===== config.mk =====
export PLATFORM = sky130hd
export DESIGN_NAME = fetch_unit
export DESIGN_NICKNAME = d
export VERILOG_FILES = /design/src/rtl/cpu_pkg.sv /design/src/rtl/fetch_fifo.sv /design/src/rtl/fetch_unit.sv
export SDC_FILE = /design/constraint.sdc
export NUM_CORES = 1
export LEC_CHECK = 0
export ABC_AREA = 1
export CORE_UTILIZATION = 59
export CTS_BUF_LIST = sky130_fd_sc_hd__clkbuf_8
export DETAILED_ROUTE_END_ITERATION = 10
export GPL_ROUTABILITY_DRIVEN = 0
export PLACE_DENSITY = 0.88
export SYNTH_ARGS = -nofsm -noshare
export SYNTH_HDL_FRONTEND = slang
export SYNTH_SLANG_ARGS = --single-unit

===== constraint.sdc =====
create_clock -name clk -period 10.1 [get_ports clk]
set_input_delay 2.02 -clock clk [delete_from_list [all_inputs] [get_ports clk]]
set_output_delay 2.02 -clock clk [all_outputs]
set_load 0.02 [all_outputs]

===== src/rtl/cpu_pkg.sv =====
// Shared CPU definitions: word size and instruction field positions.
package cpu_pkg;
  localparam int WORD_BYTES = 4;

  localparam int OPC_HI     = 31;
  localparam int OPC_LO     = 26;
  localparam int IMM_SEL    = 30;
  localparam int ALU_OP_HI  = 29;
  localparam int ALU_OP_LO  = 26;
  localparam int RS_HI      = 25;
  localparam int RS_LO      = 21;
  localparam int RT_HI      = 20;
  localparam int RT_LO      = 16;
  localparam int RD_HI      = 15;
  localparam int RD_LO      = 11;
  localparam int IMM_HI     = 15;
  localparam int IMM_LO     = 0;

  function automatic logic [5:0] opcOf(input logic [31:0] instr);
    return instr[OPC_HI:OPC_LO];
  endfunction
endpackage


===== src/rtl/fetch_fifo.sv =====
// Prefetch FIFO of {pc, instr} entries; flush beats push and pop.
module fetch_fifo #(
  parameter int DW    = 64,
  parameter int DEPTH = 2
) (
  input  logic                   clk,
  input  logic                   reset,
  input  logic                   push,
  input  logic                   pop,
  input  logic                   flush,
  input  logic [DW-1:0]          wrData,
  output logic [DW-1:0]          rdData,
  output logic [$clog2(DEPTH):0] count,
  output logic                   empty,
  output logic                   full
);
  localparam int AW = $clog2(DEPTH);
  localparam int CW = AW + 1;

  logic [DEPTH-1:0][DW-1:0] mem;
  logic [AW-1:0]            rdPtr, wrPtr;
  logic                     doPush, doPop;

  assign empty  = (count == '0);
  assign full   = (count == CW'(DEPTH));
  assign doPop  = pop & ~empty;
  // A push into a full FIFO is only legal when the head leaves the same edge.
  assign doPush = push & (~full | doPop);
  assign rdData = mem[rdPtr];

  // Storage, pointers and occupancy; head storage cleared on reset.
  always_ff @(posedge clk or posedge reset) begin
    if (reset) begin
      mem   <= '0;
      rdPtr <= '0;
      wrPtr <= '0;
      count <= '0;
    end else if (flush) begin
      rdPtr <= '0;
      wrPtr <= '0;
      count <= '0;
    end else begin
      if (doPush) begin
        mem[wrPtr] <= wrData;
        wrPtr      <= wrPtr + AW'(1);
      end
      if (doPop) rdPtr <= rdPtr + AW'(1);
      case ({doPush, doPop})
        2'b10:   count <= count + CW'(1);
        2'b01:   count <= count - CW'(1);
        default: ;
      endcase
    end
  end
endmodule


===== src/rtl/fetch_unit.sv =====
// Instruction fetch: PC, single-outstanding imem request, prefetch FIFO, redirect.
module fetch_unit
  import cpu_pkg::*;
#(
  parameter int               WIDTH    = 32,
  parameter int               DEPTH    = 2,
  parameter logic [WIDTH-1:0] RESET_PC = '0
) (
  input  logic             clk,
  input  logic             reset,
  output logic             imem_req,
  output logic [WIDTH-1:0] imem_addr,
  input  logic             imem_ack,
  input  logic [WIDTH-1:0] imem_rdata,
  output logic [WIDTH-1:0] ir_out,
  output logic [WIDTH-1:0] ir_pc,
  output logic             ir_valid,
  input  logic             ir_ready,
  input  logic             redirect,
  input  logic [WIDTH-1:0] redirect_pc
);
  localparam int CW = $clog2(DEPTH) + 1;

  logic [WIDTH-1:0]   fetchPc, target, redirAligned;
  logic               squash, ackFire, push, pop, fifoEmpty, unusedFull;
  logic [CW-1:0]      count, countNext;
  logic [2*WIDTH-1:0] head;

  assign imem_addr    = fetchPc;
  assign ackFire      = imem_req & imem_ack;
  // Data returning for a squashed or simultaneously redirected fetch is dropped.
  assign push         = ackFire & ~squash & ~redirect;
  assign ir_valid     = ~fifoEmpty;
  assign pop          = ir_valid & ir_ready & ~redirect;
  assign redirAligned = redirect_pc & ~WIDTH'(WORD_BYTES - 1);
  assign ir_out       = fifoEmpty ? '0 : head[WIDTH-1:0];
  assign ir_pc        = fifoEmpty ? '0 : head[2*WIDTH-1:WIDTH];

  fetch_fifo #(.DW(2*WIDTH), .DEPTH(DEPTH)) uFifo (
    .clk    (clk),
    .reset  (reset),
    .push   (push),
    .pop    (pop),
    .flush  (redirect),
    .wrData ({fetchPc, imem_rdata}),
    .rdData (head),
    .count  (count),
    .empty  (fifoEmpty),
    .full   (unusedFull)
  );

  // Occupancy after this edge; drives whether the next request goes out.
  always_comb begin
    countNext = count;
    if (redirect) countNext = '0;
    else begin
      case ({push, pop})
        2'b10:   countNext = count + CW'(1);
        2'b01:   countNext = count - CW'(1);
        default: ;
      endcase
    end
  end

  // PC / request / squash state; the address never moves under a live request.
  always_ff @(posedge clk or posedge reset) begin
    if (reset) begin
      fetchPc  <= RESET_PC;
      imem_req <= 1'b0;
      squash   <= 1'b0;
      target   <= '0;
    end else begin
      imem_req <= (countNext < CW'(DEPTH));
      if (redirect) begin
        if (!imem_req || imem_ack) begin
          fetchPc <= redirAligned;
          squash  <= 1'b0;
        end else begin
          squash  <= 1'b1;
          target  <= redirAligned;
        end
      end else if (ackFire) begin
        if (squash) begin
          fetchPc <= target;
          squash  <= 1'b0;
        end else begin
          fetchPc <= fetchPc + WIDTH'(WORD_BYTES);
        end
      end
    end
  end
endmodule


### Yosys cells after proc, flatten, opt, wreduce, memory -nomap -nowiden

Cells that the tools add are included.
Widths: inputs -> output; s select.

* flip-flop bits (word level): 196

* $lt $le $gt $ge: 4
* add/sub/neg operators: 5
* bitwise logic cells: 13
* mux-type cells: 22
* equality and inequality tests: 6
* reductions and logical operators: 11

Operator list (number)
* $mux 32: 6
* $mux 64: 3
* $bwmux 128: 1
* $demux 64 s1: 1
* $add 32x3->32 const B: 1
* $pmux 2 s2: 2
* $and 1x1->1: 7
* $mux 1: 7
* $eq 2x2->1 const B: 3
* $reduce_and 2->1: 3
* $reduce_bool 2->1: 3
* $not 1->1: 5
* $eq 2x1->1 const B: 2
* $lt 1x2->1 const B: 2
* $mux 2: 2
* $reduce_bool 3->1: 1
* $add 1x1->1 const B: 2
* $add 2x1->2 const B: 1
* $logic_not 2->1: 1
* $lt 2x2->1 const B: 1
* $ne 2x1->1 const B: 1
* $sub 2x1->2 const B: 1
* $ge 1x1->1 const B: 1
* $logic_and 1x1->1: 1
* 3 further kinds: 3

### Depth between registers and ports, before layout

Gate-level depths: netlist of run 1.

* depth after elaboration: 10
* depth in mapped cells: 11
* depth with buffers taken out: 11

### Modules after synthesis

Synthesis of run 1 repeated with hierarchy kept, for this count alone.

* cell total of the unflattened synthesis: 1425
* area total of the unflattened synthesis: 10751.6 um^2

By module, submodules not included
* fetch_fifo: area an instance 6338.6 um^2, instances 1, cells each 723, seq. area each 3303.2 um^2
* fetch_unit: area an instance 4413.0 um^2, instances 1, cells each 702, seq. area each 1551.5 um^2

### Worst setup path after synthesis of run 1

No wires, ideal clock.

* path kind: reg-to-output
* start: register uFifo.count[0]
* end: output ir_pc[27]
* arrival: 1545 ps
* setup slack: 6535 ps
* cell stages (with the launch flop): 7
* buffers on the path: 1
* path through: dfrtp_1 > inv_1 > ha_1 > clkinv_1 > clkbuf_1 > o21ai_0 > a21oi_1

* longest elaborated chain between the ends: 2

Ends and longest elaborated chain
* start, declared: RTL line fetch_fifo.sv:13 `output logic [$clog2(DEPTH):0] count,`
* start signal, assigned: RTL line fetch_fifo.sv:49 `2'b10: count <= count + CW'(1);`
* start signal, assigned: RTL line fetch_fifo.sv:50 `2'b01: count <= count - CW'(1);`
* $logic_not 2->1: RTL line fetch_fifo.sv:24 `assign empty = (count == '0);`
* $mux 32: RTL line fetch_unit.sv:37 `assign ir_pc = fifoEmpty ? '0 : head[2*WIDTH-1:WIDTH];`
* end, declared: RTL line fetch_unit.sv:16 `output logic [WIDTH-1:0] ir_pc,`

No other way between the ends.

### Worst setup path in the final report of run 1

* start: register uFifo.rdPtr
* end: output ir_pc[28]

* longest elaborated chain between the ends: 3

Ends and longest elaborated chain
* start, declared: RTL line fetch_fifo.sv:21 `logic [AW-1:0] rdPtr, wrPtr;`
* start signal, assigned: RTL line fetch_fifo.sv:47 `if (doPop) rdPtr <= rdPtr + AW'(1);`
* $mux 64 (not written as such) (2 in series): RTL line fetch_fifo.sv:29 `assign rdData = mem[rdPtr];`
* $mux 32: RTL line fetch_unit.sv:37

No other way between the ends. The select of a mux whose other input is x is not followed.

==> impl_metrics.toml, run 1 <==
[logic_synthesis]
synth_ff_type = "dfrtp_1"
synth_enable_flop_cells = 0
yosys-top-cells-area = "dfrtp_1, nand2_1, o21ai_0, a21oi_1, inv_1"
synthXorXnorAreaFrac = 0.00545
synth_area_per_cell_sq_um = 8.02
yosysTopAreaCellShare = 0.493
yosys.area.top_type = "dfrtp_1"
syn_area_sq_mm = 0.00964
synthArstFlopShare = 1.00
ys_seq_elements = 190
yosysMostFrequentCell = "nand2_1"
synthAdderAreaFrac = 0.00649
synthTopCellsByCount = "nand2_1, dfrtp_1, o21ai_0, inv_1, a21oi_1"
muxShareOfSynthArea = 0.0440
yosys.area_share.simple = 0.206
yosysUniqueCellTypes = 36
synth_cells = 1202
synth_compound_area_frac = 0.157
synth_top_family_by_area = "simple AND/OR/NAND/NOR gates"
yosysWarnings = 0
seq_area_frac_synth = 0.493

[final_layout]
num-nets-final = 1393
multi_input_area_sq_mm = 0.00405
nFillCells = 1248
seq_area_sq_mm = 0.00475
fin_cells = 1548
final_layout_size_suffix_gt1_frac = 0.0661
n_antenna_cell = 0
area_growth_pct = 20.9

[routing]
first_pass_iters = 6
drtIter0Drc = 814
route.detailed.wl_per_inst_um = 15.1
vias = 8401
drcViolationCount = 0
drt-total-wl_um = 23400
vias_per_cell = 5.43
postRouteAntennaNets = 0

[sta]
period_share = 0.506
grt_setup_unrepaired = "false"
timing.final.crit_period_ns = 5.11
holdWs_ns = 0.473
setup_tns_ns = 0
tightestPinTransition_ns = 1.09
fin_skew_ns = 0.0124
maxSlewHeadroom = 0.273
fmax_ghz = 0.196
finalMaxSlewViolations = 0
hold_violations = 0
setup_violations = 0

[clock_tree]
numCtsBuffers = 17
cts.repair.resized = 0
ctsHoldBuffers = 0
cts_tree = "yes"
clock_path_buffers = 2
clock_latency_ns = 0.47
clock_sinks = 190
cts_max_level = 4
clkTransAtPathRegs_ns = 0.10
postCtsSetupBuffers = 0
root_buffer = "clkbuf_8"

[die]
core_sq_mm = 0.0159
dieArea_sq_mm = 0.0169
initial_core_util = 0.605
fp.dieW_um = 130
die_height_um = 130
pin_count = 167
core.rowCount = 46

[grt]
grt.overflow.total = 0
grt_pass1_wl_um = 38100
antenna_found_initial = 0
grt_pass1_vias = 7883
grt_max_degree = 124
grtUsageTotal = 0.289

[worst_setup_path]
start_kind = "flip-flop"
worstPathArrival_ns = 3.09
cp.required_ns = 8.08
max_stage_delay_ns = 0.85
cp-end-kind = "output pin"
slowest_stage = "inv_2"
crit_chain = "buf_4 -> inv_2 -> o21ai_0 -> a21oi_1 -> clkdlybuf4s50_1"
worst-path-max-fanout = 75
critPathKind = "reg -> out"

[power]
power_leakage_nw = 5.37
power.density_mw_per_mm2 = 308
ir_drop_mv = 0.141

[run_status]
outcome = "finished, final reports clean"

[placement]
placed_cells = 1516
port_buffers = 160
place_hpwl_um = 15100

[worst_hold_path]
hold_class = "reg -> reg"

[job]
maxCapViolations = 0
-- power by group --
group          switching (mW)  total (mW)  internal, mW
sequential              0.271        1.37          1.10
combinational           0.935        1.65         0.711
clock                   0.285       0.583         0.298
total                    1.49        3.60          2.11
-- per-stage QoR --
stage / cell area (sq um) / utilization / worst slack, ns / power (mW)
2_1_floorplan: 9650 / - / 2.91 / 2.34
3_3_place_gp: 11200 / 0.702 / 4.89 / 2.95
3_5_place_dp: 11200 / 0.702 / 4.85 / 3.01
4_1_cts: 11700 / 0.731 / 4.95 / 3.59
5_1_grt: 11700 / 0.731 / 4.73 / 3.84
6_report: 11700 / 0.731 / 4.99 / 3.60
-- routing by layer --
| layer | routed length (um) | GRT usage |
|---|---|---|
| met5 | 0 | 0 |
| met4 | 482 | 0.103 |
| met3 | 1620 | 0.0525 |
| met2 | 11100 | 0.471 |
| met1 | 10200 | 0.389 |
-- flip-flops by register name, summed over array words and instances, names as in the netlist --
register and cells:
imem_addr 30, imem_req 1, squash 1, target 30, uFifo.count 2, uFifo.mem 124, uFifo.rdPtr 1, uFifo.wrPtr 1
-- cells in the final DEF (no fill, tap or decap), types with 2 or more instances in the layout --
cell type,n
nor2_1,47
inv_2,3
clkinvlp_4,4
clkdlybuf4s50_1,160
and2_1,3
o21bai_1,6
o21ai_1,25
clkbuf_8,17
xnor2_1,5
o21ai_0,139
buf_4,8
conb_1,4
bufinv_16,5
nand2_2,3
inv_6,2
o211ai_1,2
a21oi_1,103
dfrtp_1,190
clkinv_4,4
nand3_1,51
or2_2,2
inv_1,114
ha_1,5
mux2_4,26
nand2_1,373
nor2_2,4
o21a_1,14
mux2_2,3
-- critical path: cells and delay by family (launching register included) --
kind	cells	cell delay, ns
buf+inv	3	1.78
flops	1	0.38
compound gates	2	0.43
-- cell type report --
cell class	count	share of cell area
repair buffers	168	0.143
well taps	216	0.0232
clock buffers	17	0.0201
inverters	119	0.0388
multi-input cells	823	0.347
flip-flops and latches	190	0.408
clock inverters	15	0.0202
-- cells by family after synthesis --
| logic type | Yosys count |
|---|---|
| AND/OR/NAND/NOR | 489 |
| AO/OA/AOI/OAI | 290 |
| buffers and inverters | 192 |
| flip-flops | 190 |
| multiplexers | 29 |
| XOR/XNOR | 6 |
| adder cells (fa/ha/maj) | 5 |
| other | 1 |
-- path summary, 6_finish.rpt --
kind | startpoint | to | slack [ns] | cells after the start
hold / removal | uFifo.mem[22] | uFifo.mem[22] | 0.47 | 2
min in group asynchronous | reset | uFifo.mem[29] | 2.15 | 2
setup reg to reg | uFifo.count[0] | uFifo.mem[115] | 7.12 | 9
setup / recovery | uFifo.rdPtr | ir_pc[28] | 4.99 | 5
max in group asynchronous | reset | imem_addr[20] | 6.47 | 3
hold reg to reg | uFifo.mem[22] | uFifo.mem[22] | 0.47 | 2
(Power assumes the default switching activity.)
==> inputs of run 2 (changes only) <==
Settings changed: CORE_UTILIZATION 59 to 55, PLACE_DENSITY 0.88 to 0.83.
Clock period 10.1 ns to 5.1 ns, I/O delays scaled along.
==> impl_metrics.toml, run 2 (synthesis gave the netlist of run 1 again) <==
[die]
initial_core_util = 0.559
core_sq_mm = 0.0172
fp.dieW_um = 134
dieArea_sq_mm = 0.0181
core.rowCount = 48
die_height_um = 134
pin_count = 167

[grt]
use_met1 = 0.381
grt_max_degree = 96
grt_util_met3 = 0.0454
grt-busiest-layer = "met2"
grt.overflow.total = 0
grtUsageTotal = 0.270
met2_usage = 0.419
antenna_found_initial = 0
grt_pass1_wl_um = 38500
grt_pass1_vias = 7742

[sta]
tightestPinTransition_ns = 1.01
maxSlewHeadroom = 0.325
finalMaxSlewViolations = 0
timing.final.crit_period_ns = 3.94
fmax_ghz = 0.254
grt_setup_unrepaired = "false"
hold_violations = 0
period_share = 0.772
setup_tns_ns = 0
fin_skew_ns = 0.0129
setup_violations = 0

[final_layout]
final_common_cell = "nand2_1"
largest_reg_flops = 124
regMostFlops = "uFifo.mem"
mostFrequentLayoutCells = "nand2_1, dfrtp_1, clkdlybuf4s50_1"
fin_cells = 1563
n_antenna_cell = 0
num-nets-final = 1399
area_growth_pct = 21.0
final_layout_size_suffix_gt1_frac = 0.0695

[placement]
placed_cells = 1531
place_hpwl_um = 15400
port_buffers = 160

[worst_setup_path]
worstPathArrival_ns = 2.92
cp.required_ns = 4.08
critPathKind = "reg -> out"
start_kind = "flip-flop"
reg2regPathDepth = 9
cp-end-kind = "output pin"
r2r_setup_slack_ns = 2.12
worst-path-max-fanout = 21

[clock_tree]
cts_max_level = 4
root_buffer = "clkbuf_8"
ctsHoldBuffers = 0
clock_latency_ns = 0.47
postCtsSetupBuffers = 0
clock_path_buffers = 2
cts.repair.resized = 0
numCtsBuffers = 17
clkTransAtPathRegs_ns = 0.10
cts_tree = "yes"
clock_sinks = 190

[run_status]
outcome = "finished, final reports clean"

[routing]
postRouteAntennaNets = 0
route.detailed.wl_per_inst_um = 14.9
drcViolationCount = 0
drt-total-wl_um = 23300
vias_per_cell = 5.36
vias = 8377
drtIter0Drc = 594
first_pass_iters = 5

[power]
total_power_mw = 6.98
power.density_mw_per_mm2 = 598
power_leakage_nw = 5.39
ir_drop_mv = 0.327

[job]
maxCapViolations = 0

[worst_hold_path]
hold_depth = 2
hold_class = "reg -> reg"
run 2: changes by cell type in the layout (fill, tap and decap cells not counted), sizes merged:
cell	previous run	this run
clkinv	5	4
clkbuf	17	22
buf	8	14
bufinv	5	2
inv	120	119
run 2: power breakdown:
part,switching [mW],internal [mW]
clock,0.524,0.498
sequential,0.528,2.17
combinational,1.84,1.42
run 2: layout make-up:
| type | instances | area (sq um) |
|---|---|---|
| clock buffer | 22 | 303 |
| clock inverter | 10 | 110 |
| fill | 1465 | 5570 |
| inverter | 119 | 450 |
| multi-input combinational | 823 | 4050 |
| sequential | 190 | 4750 |
| tap | 225 | 282 |
| timing repair buffer | 174 | 1720 |
run 2: routing by layer:
| layer | routed length [um] | up-vias |
|---|---|---|
| li1 | - | 4078 |
| met1 | 10400 | 3966 |
| met2 | 11000 | 300 |
| met3 | 1430 | 33 |
| met4 | 484 | 0 |
| met5 | 0 | - |
run 2: critical path, stage by stage, from the launching register on:
cell,delay (ns)
dfrtp_1,0.38
inv_1,0.13
ha_1,0.18
clkinv_1,0.51
buf_4,0.44
o21ai_0,0.10
a21oi_1,0.10
clkdlybuf4s50_1,0.61
run 2: worst paths after layout:
check | from | endpoint
worst min-delay path | uFifo.mem[18] | uFifo.mem[18]
worst min register to register | uFifo.mem[18] | uFifo.mem[18]
max in group asynchronous | reset | target[7]
min in group asynchronous | reset | uFifo.mem[28]
worst max register to register | uFifo.count[0] | uFifo.mem[84]
worst max-delay path | uFifo.count[0] | ir_pc[28]
run 2: per-stage QoR:
step | hold WS [ns] | cell area, sq um | util | setup WS [ns]
5_1_grt | 0.487 | 11700 | 0.677 | 0.957
4_1_cts | 0.475 | 11700 | 0.677 | 1.17
3_3_place_gp | 0.447 | 11300 | 0.653 | 1.38
6_report | 0.472 | 11700 | 0.677 | 1.16
3_5_place_dp | 0.453 | 11300 | 0.653 | 1.31
2_1_floorplan | 0.437 | 9660 | - | 1.63
